===== src/rtl/toy_mem_pkg.sv =====
// -----------------------------------------------------------------------------
// toy_mem_pkg
// Shared definitions for the toy processor memory/I-O subsystem:
//   - memory-map constants (top of RAM, output latch, synchronised input)
//   - loader/run state machine encoding
// -----------------------------------------------------------------------------
package toy_mem_pkg;

    localparam logic [7:0] RAM_TOP       = 8'hFD;
    localparam logic [7:0] ADDR_OUT_PORT = 8'hFE;
    localparam logic [7:0] ADDR_IN_PORT  = 8'hFF;

    typedef enum logic [1:0] {
        ST_LOAD,
        ST_RELEASE,
        ST_RUN
    } state_t;

endpackage


===== src/rtl/toy_ram256.sv =====
// -----------------------------------------------------------------------------
// toy_ram256
// Single-port synchronous RAM, 256 x 8, registered read. Contents are not
// reset. rdata only changes on a read, so it holds between reads.
// Ports:
//   clk    in   clock, rising edge
//   we     in   write enable (writes wdata to mem[addr])
//   re     in   read enable (captures mem[addr] into rdata)
//   addr   in   8-bit address shared by read and write
//   wdata  in   8-bit write data
//   rdata  out  8-bit registered read data
// -----------------------------------------------------------------------------
module toy_ram256
    import toy_mem_pkg::*;
(
    input  logic       clk,
    input  logic       we,
    input  logic       re,
    input  logic [7:0] addr,
    input  logic [7:0] wdata,
    output logic [7:0] rdata
);

    logic [7:0] mem [256];

    always_ff @(posedge clk) begin
        if (we) begin
            mem[addr] <= wdata;
        end
        if (re) begin
            rdata <= mem[addr];
        end
    end

endmodule


===== src/rtl/toy_mem_system.sv =====
// -----------------------------------------------------------------------------
// toy_mem_system
// Memory and I/O target for the toy processor bus, plus a program loader.
// After reset the loader fills RAM while the processor is held in reset;
// the beat flagged LD_LAST starts a short release countdown, after which
// the processor runs and its bus accesses are serviced.
// Memory map: 0x00-0xFD RAM, 0xFE output latch (r/w), 0xFF synchronised
// IN_PORT (read-only).
// Ports:
//   CLK, RESET_N      clock (rising edge), asynchronous active-low reset
//   MEM_EN, RORW      bus strobe, 1 = read / 0 = write
//   ADD, D_OUT        bus address and write data
//   D_IN              registered read data, held until the next read
//   LD_VALID/LD_READY loader handshake; LD_ADDR/LD_DATA beat payload
//   LD_LAST           final beat of a load
//   LD_RESTART        re-enter load mode (honoured only while running)
//   LD_COUNT          accepted beats since entering load, saturating at 255
//   IN_PORT           asynchronous external input
//   OUT_PORT          memory-mapped output latch
//   CPU_HOLD          active-high reset to the processor
// -----------------------------------------------------------------------------
module toy_mem_system
    import toy_mem_pkg::*;
#(
    parameter int RELEASE_CYCLES = 2
) (
    input  logic       CLK,
    input  logic       RESET_N,
    input  logic       MEM_EN,
    input  logic       RORW,
    input  logic [7:0] ADD,
    input  logic [7:0] D_OUT,
    output logic [7:0] D_IN,
    input  logic       LD_VALID,
    output logic       LD_READY,
    input  logic [7:0] LD_ADDR,
    input  logic [7:0] LD_DATA,
    input  logic       LD_LAST,
    input  logic       LD_RESTART,
    output logic [7:0] LD_COUNT,
    input  logic [7:0] IN_PORT,
    output logic [7:0] OUT_PORT,
    output logic       CPU_HOLD
);

    localparam int REL_W = (RELEASE_CYCLES < 2) ? 1 : $clog2(RELEASE_CYCLES + 1);

    function automatic logic [7:0] sat_inc(input logic [7:0] v);
        return (v == 8'hFF) ? v : v + 8'd1;
    endfunction

    state_t            state;
    state_t            state_nxt;
    logic [REL_W-1:0]  rel_cnt;
    logic [7:0]        ld_count;
    logic [7:0]        out_port;
    logic [7:0]        in_meta_p1;
    logic [7:0]        in_sync_p2;
    logic              rd_sel_ram;
    logic [7:0]        rd_io;

    logic              ld_accept;
    logic              bus_rd;
    logic              bus_wr;
    logic              ram_we;
    logic              ram_re;
    logic [7:0]        ram_addr;
    logic [7:0]        ram_wdata;
    logic [7:0]        ram_rdata;

    // Loader beats only count in LOAD; bus accesses only in RUN. The two
    // are therefore never active together and can share the RAM port.
    assign ld_accept = LD_VALID && (state == ST_LOAD);
    assign bus_rd    = (state == ST_RUN) && MEM_EN && RORW;
    assign bus_wr    = (state == ST_RUN) && MEM_EN && !RORW;

    assign ram_addr  = (state == ST_LOAD) ? LD_ADDR : ADD;
    assign ram_wdata = (state == ST_LOAD) ? LD_DATA : D_OUT;
    assign ram_we    = ld_accept ? (LD_ADDR <= RAM_TOP) : (bus_wr && (ADD <= RAM_TOP));
    assign ram_re    = bus_rd && (ADD <= RAM_TOP);

    toy_ram256 u_ram (
        .clk   (CLK),
        .we    (ram_we),
        .re    (ram_re),
        .addr  (ram_addr),
        .wdata (ram_wdata),
        .rdata (ram_rdata)
    );

    always_ff @(posedge CLK or negedge RESET_N) begin
        if (!RESET_N) begin
            state <= ST_LOAD;
        end else begin
            state <= state_nxt;
        end
    end

    always_comb begin
        state_nxt = state;
        LD_READY  = 1'b0;
        CPU_HOLD  = 1'b1;
        case (state)
            ST_LOAD: begin
                LD_READY = 1'b1;
                if (ld_accept && LD_LAST) begin
                    state_nxt = ST_RELEASE;
                end
            end
            ST_RELEASE: begin
                // Counter is loaded on the LD_LAST edge and leaves at zero,
                // giving RELEASE_CYCLES+1 edges of hold after that beat.
                if (rel_cnt == '0) begin
                    state_nxt = ST_RUN;
                end
            end
            ST_RUN: begin
                CPU_HOLD = 1'b0;
                if (LD_RESTART) begin
                    state_nxt = ST_LOAD;
                end
            end
            default: begin
                state_nxt = ST_LOAD;
            end
        endcase
    end

    always_ff @(posedge CLK or negedge RESET_N) begin
        if (!RESET_N) begin
            rel_cnt <= '0;
        end else if (ld_accept && LD_LAST) begin
            rel_cnt <= REL_W'(RELEASE_CYCLES);
        end else if ((state == ST_RELEASE) && (rel_cnt != '0)) begin
            rel_cnt <= rel_cnt - 1'b1;
        end
    end

    always_ff @(posedge CLK or negedge RESET_N) begin
        if (!RESET_N) begin
            ld_count <= 8'h00;
        end else if ((state == ST_RUN) && LD_RESTART) begin
            ld_count <= 8'h00;
        end else if (ld_accept) begin
            ld_count <= sat_inc(ld_count);
        end
    end

    always_ff @(posedge CLK or negedge RESET_N) begin
        if (!RESET_N) begin
            out_port <= 8'h00;
        end else if (bus_wr && (ADD == ADDR_OUT_PORT)) begin
            out_port <= D_OUT;
        end
    end

    // ---- stage p1: first synchroniser flop (may go metastable) ----
    // ---- stage p2: second flop, the value visible at ADDR_IN_PORT ----
    always_ff @(posedge CLK or negedge RESET_N) begin
        if (!RESET_N) begin
            in_meta_p1 <= 8'h00;
            in_sync_p2 <= 8'h00;
        end else begin
            in_meta_p1 <= IN_PORT;
            in_sync_p2 <= in_meta_p1;
        end
    end

    // RAM data is registered inside the RAM; I/O reads are captured here.
    // rd_sel_ram remembers which source the last read targeted so D_IN
    // holds across idle cycles and writes, and is zero straight from reset.
    always_ff @(posedge CLK or negedge RESET_N) begin
        if (!RESET_N) begin
            rd_sel_ram <= 1'b0;
            rd_io      <= 8'h00;
        end else if (bus_rd) begin
            rd_sel_ram <= (ADD <= RAM_TOP);
            rd_io      <= (ADD == ADDR_OUT_PORT) ? out_port : in_sync_p2;
        end
    end

    assign D_IN     = rd_sel_ram ? ram_rdata : rd_io;
    assign OUT_PORT = out_port;
    assign LD_COUNT = ld_count;

endmodule


===== config.mk =====
export PLATFORM = sky130hd
export DESIGN_NAME = toy_mem_system
export DESIGN_NICKNAME = d
export VERILOG_FILES = /design/src/rtl/toy_mem_pkg.sv /design/src/rtl/toy_ram256.sv /design/src/rtl/toy_mem_system.sv
export SDC_FILE = /design/constraint.sdc
export NUM_CORES = 2
export LEC_CHECK = 0
export CORE_MARGIN = 2
export CORE_UTILIZATION = 62
export CTS_CLUSTER_DIAMETER = 100
export DETAILED_ROUTE_END_ITERATION = 10
export GPL_TIMING_DRIVEN = 1
export MAX_ROUTING_LAYER = met4
export PLACE_DENSITY_LB_ADDON = 0.2
export SETUP_SLACK_MARGIN = 0.5
export SLEW_MARGIN = 20
export SYNTH_ARGS = -nofsm -noshare
export SYNTH_HDL_FRONTEND = slang
export SYNTH_SLANG_ARGS = --single-unit

===== constraint.sdc =====
create_clock -name CLK -period 4.7 [get_ports CLK]
set_clock_uncertainty 0.1 [all_clocks]
set_input_delay 0.94 -clock CLK [delete_from_list [all_inputs] [get_ports CLK]]
set_output_delay 0.94 -clock CLK [all_outputs]
set_load 0.005 [all_outputs]

After elaboration in Yosys (flattened, before gate mapping)
Memories as Yosys holds them, arrays and structs flattened. A register that Yosys moved wholly into a read port is not among the register bits.
Index checks and enable logic that the tools add are counted.
{"block": "totals", "word_cells": 57, "mem_bits_rw": 2048, "input_bits": 47, "mem_count": 1, "out_inout_bits": 26, "reg_bits": 45}
{"memory": "u_ram.mem", "depth": 256, "word_bits": 8, "read_ports": 1, "rd_clocked_by_memory_dff": 1, "write_ports": 1, "line_no": "toy_ram256.sv:24", "rtl": "logic [7:0] mem [256];"}
{"block": "classes", "eq_ne": 8, "reduce_logical": 18, "magnitude_cmp": 2, "addsub": 2, "mux": 18}
{"operator": "$mux 8", "n": 7}
{"operator": "$eq 8x8->1 const B", "n": 2}
{"operator": "$le 8x8->1 const B", "n": 2}
{"operator": "$logic_and 1x1->1", "n": 10}
{"operator": "$mux 2", "n": 5}
{"operator": "$add 8x1->8 const B", "n": 1}
{"operator": "$ne 2x2->1 const B", "n": 3}
{"operator": "$pmux 2 s3", "n": 1}
{"operator": "$reduce_bool 2->1", "n": 3}
{"operator": "$mux 1", "n": 5}
{"operator": "$logic_not 2->1", "n": 2}
{"operator": "$reduce_and 3->1", "n": 1}
{"operator": "$eq 2x1->1 const B", "n": 1}
{"operator": "$eq 2x2->1 const B", "n": 1}
{"operator": "$ne 2x1->1 const B", "n": 1}
{"operator": "$reduce_and 2->1", "n": 1}
{"operator": "$sub 2x1->2 const B", "n": 1}
{"operator": "$logic_not 1->1", "n": 1}

Logic depth before layout (Yosys ltp)
{"block": "depth", "ltp_word": 7, "depth_mapped": 12, "depth_no_buf": 8}

Cells and area by module
A second synthesis with hierarchy kept.
{"block": "unflattened", "cells_unflattened": 3718, "hier_area_um2": 80637.3}
{"module": "toy_ram256", "area_per_inst_um2": 78572.9, "n_inst": 1, "cells_each": 3547, "seq_area_each_um2": 61739.2}
{"module": "toy_mem_system", "area_per_inst_um2": 2064.5, "n_inst": 1, "cells_each": 171, "seq_area_each_um2": 1126.1}

Least setup slack after synthesis
Ideal clock, no wire load.
{"block": "synth_timing", "kind": "reg2reg", "startpoint": "register state[1]", "endpoint": "memory u_ram.mem[0][0], data pin", "setup_time_ns": 0.556, "required_time_ns": 4.044, "synth_period_minus_slack_ns": 4.116, "t_arrival_ns": 3.461, "path_stages_with_launch": 7, "path_slack_ns": 0.584, "path_buffers": 4, "cell_sequence": "dfrtp_1 -> nor2_4 -> buf_6 -> buf_2 -> buf_1 -> buf_1 -> mux2_2"}
{"block": "synth_via", "elab_chain_len": 2}
{"element": "start, declared", "line_no": "toy_mem_system.sv:52", "rtl": "state_t state;"}
{"element": "start signal, assigned", "line_no": "toy_mem_system.sv:95", "rtl": "state <= state_nxt;"}
{"element": "$logic_not 2->1", "line_no": "toy_mem_system.sv:78", "rtl": "assign ram_wdata = (state == ST_LOAD) ? LD_DATA : D_OUT;"}
{"element": "$mux 8", "line_no": "toy_mem_system.sv:78"}
{"element": "named net ram_wdata[0]", "line_no": "toy_mem_system.sv:68", "rtl": "logic [7:0] ram_wdata;"}
{"element": "end, declared", "line_no": "toy_ram256.sv:24"}
The timed path passes the listed nets, and every way through them passes these cells.

Worst setup path in the final report
{"block": "layout_timing", "startpoint": "register state[0]", "endpoint": "register u_ram.rdata[7] (read register of u_ram.mem), data pin"}
{"block": "layout_via", "elab_chain_len": 4, "elab_cells_between_ends": 6, "classes_between": "eq/ne (1); mux (1); reduce/logical (4)"}
{"element": "$eq 2x2->1", "line_no": "toy_mem_system.sv:74", "rtl": "assign bus_rd = (state == ST_RUN) && MEM_EN && RORW;"}
{"element": "$logic_and 1x1->1 (2 in a row)", "line_no": "toy_mem_system.sv:74"}
{"element": "$logic_and 1x1->1", "line_no": "toy_mem_system.sv:80", "rtl": "assign ram_re = bus_rd && (ADD <= RAM_TOP);"}
{"element": "end, declared", "line_no": "toy_ram256.sv:21", "rtl": "output logic [7:0] rdata"}
Parallel ways exist; a longest one is shown, timed or not.
A chain may end at the register's enable or synchronous reset.

==> results.cfg <==
[cts]
ctsHoldBuffers = 0
root_buffer = clkbuf_16
clkTransAtPathRegs_ns = 0.06
cts_tree = built
htreeDepth = 4
clock_sinks = 2101
cts_buffer_depth = 3
cts_buffers = 196
clk_latency_ns = 0.84

[cells_and_area]
layout-drive-gt1-share_pct = 16.9
fill_cells = 7205
syn2layout_area_growth_pct = 15.9
finalNonFillerCells = 6559
final_util_pct = 72.6
nets = 4814

[timing]
period_share_pct = 88.7
worst_slew_pin_slew_ns = 1.06
drv_slew = 0
setup_violations = 0
max_slew_margin_pct = 28.4
rsz0062_at_grt = no
post-route-min-period_ns = 4.17
finalHoldViolations = 0
fin_ws_ns = 0.530
holdWs_ns = 0.0170
fmax_ghz = 0.240

[routing]
routed_wl_um = 204000
antenna_left = 0
drc = 0
avgRoutedWirePerCell_um = 31.1
vias_per_cell = 7.04
first_pass_iters = 6
vias = 46192
drtIter0Drc = 7536

[placed_design]
dp.cells = 6203
place_ws_ns = -0.325
hpwl_um = 126000
portBuffers = 72
routabilityCongestion = 0.922

[yosys]
ys.flop_type = edfxtp_1
synth_cells = 4282
synth_edf_count = 2056
synth_seq_cells = 2101
yosys_warnings = 0
avgSynthCellArea_sq_um = 18.2
syn_area_sq_mm = 0.0778
synth-async-reset-ratio_pct = 2.14
ys_seq_area_share_pct = 80.8
synth.lib_cells_used.distinct = 48

[setup_path]
criticalPathCategory = reg -> reg
cp-end-kind = flip-flop
cp.arrival_ns = 4.62
cp-startpoint = state[0]
worstSetupStartpointType = flip-flop
cp_max_fo = 35
worstPathRequired_ns = 5.15
worstReg2RegStart = state[0]

[power_and_ir_drop]
seq_power_share_pct = 45.2
power.leakage_nw = 29.2
total_power_mw = 51.0
switching_share_pct = 30.3
vdd_ir_drop_max_v = 0.000471
clockPowerShare_pct = 29.4
combPwrFrac_pct = 25.4
power.switching_mw = 15.4
power.density_mw_per_mm2 = 565
p_int_mw = 35.5

[floorplan]
die_area_sq_mm = 0.128
rows = 129
core-area_sq_mm = 0.124
io_pins = 73
die_h_um = 358
start_util_pct = 62.7
die_w_um = 358

[min_path]
hold_path_class = in -> async

[global_route]
grt_usage_pct = 32.8
overflow = 0
grt_pass1_wl_um = 296000
grt_antenna_before_repair = 10
grt_pass1_vias = 44246
grt_max_degree = 124

[run_status]
status = completed

[job]
drv_cap = 0
## cells in the mapped netlist (all sizes together), types with 6 or more instances
cell type	n	area share [%]
o22ai	257	2.1
nand2b	8	0.064
buf	163	1.0
a22o	512	5.8
mux2i	11	0.14
edfxtp	2056	79
a21boi	8	0.077
clkbuf	160	0.77
a221oi	512	5.8
dfrtp	45	1.4
o21ai	17	0.12
nor4	65	0.52
nand2	79	0.38
nand3	26	0.17
a2111o	8	0.12
mux2	24	0.35
nand3b	6	0.058
a21oi	16	0.10
nor2	270	1.3
## worst paths after layout
kind | to | slack, ns | depth (start not counted)
worst min-delay path | in_sync_p2[6] | 0.02 | 1
min in group CLK | in_sync_p2[1] | 0.25 | 0
max in group asynchronous | in_meta_p1[7] | 4.11 | 1
worst max-delay path | u_ram.rdata[7] | 0.53 | 10
worst min register to register | in_sync_p2[1] | 0.25 | 0
worst max register to register | u_ram.rdata[7] | 0.53 | 10
## state kept, by name (all words and copies together) (netlist names)
name	cells
u_ram.mem	2048
LD_COUNT	8
OUT_PORT	8
in_meta_p1	8
in_sync_p2	8
rd_io	8
u_ram.rdata	8
rel_cnt	2
state	2
rd_sel_ram	1
## power by group through the flow
stage                     Sequential (mW)  Clock (mW)  Combinational [mW]
after floorplan                      23.6           0                6.84
after global placement               23.4           0                12.4
after detailed placement             23.4           0                12.6
after CTS                            23.0        15.0                12.8
after global routing                 23.0        15.8                13.6
final                                23.0        15.0                13.0
## cells by family (layout without fill, tap and decap cells)
family | Yosys count | in the layout | share of synthesized area (%)
adder cells (fa/ha/maj) | 2 | 2 | 0.0322
XOR/XNOR | 8 | 8 | 0.0901
multiplexers | 35 | 35 | 0.489
AO/OA/AOI/OAI | 1341 | 1341 | 14.1
other | 1 | 23 | 0.00482
AND/OR/NAND/NOR | 468 | 468 | 2.64
flip-flops | 2101 | 2101 | 80.8
buffers and inverters | 326 | 944 | 1.79
## cell type report
type / instances / area (sq um) / share of cell area, %
multi-input combinational: 1870 / 13900 / 15.4
clock inverter: 98 / 746 / 0.827
inverter: 3 / 11.3 / 0.0125
sequential: 2101 / 62900 / 69.7
antenna: 7 / 17.5 / 0.0194
clock buffer: 250 / 5250 / 5.83
timing repair buffer: 593 / 5320 / 5.90
tap: 1637 / 2050 / 2.27
## routing by layer
metal | part of all wire (%) | GRT usage, %
met5 | 0 | -
met4 | 3.5 | 11.2
met2 | 47 | 49.1
met1 | 38 | 45.5
met3 | 12 | 6.91
## repair_timing
item,CTS,global route
setup buffers,1,0
endpoints found under the setup margin,8,3
resized for setup,9,3
gates cloned,0,0
pin swaps,1,0
## metrics by stage
step	setup TNS, ns	cell area [sq um]
after floorplan	0	77800
after global placement	-2.13	84000
after detailed placement	-2.00	84000
after CTS	0	90100
after global routing	0	90100
final	0	90100
## cells in the final DEF, fill, tap and decap left out, types with 9 or more instances in the layout
| cell | n |
|---|---|
| a22o_1 | 512 |
| edfxtp_1 | 2056 |
| mux2i_1 | 10 |
| nand2_1 | 78 |
| buf_12 | 55 |
| a21oi_1 | 16 |
| nor2_1 | 269 |
| dfrtp_1 | 45 |
| clkbuf_16 | 201 |
| a221oi_1 | 512 |
| clkdlybuf4s50_1 | 71 |
| clkbuf_1 | 45 |
| o22ai_1 | 257 |
| nor4_2 | 16 |
| buf_4 | 467 |
| conb_1 | 16 |
| nor4_1 | 48 |
| bufinv_16 | 9 |
| clkinv_2 | 22 |
| clkinv_1 | 52 |
| nand3_1 | 26 |
| o21ai_0 | 11 |
| mux2_2 | 16 |
## worst max-delay path, cell delays in order, from the launching register on
cell and delay (ns):
dfrtp_1 0.48, nor2_4 0.36, o31ai_4 0.22, buf_12 0.24, buf_4 0.22, a22o_1 0.24, a221oi_1 0.31, o22ai_1 0.23
nor4_1 0.94, a21oi_1 0.16, a2111o_1 0.37
No activity file was read; power rests on OpenSTA's default activity.
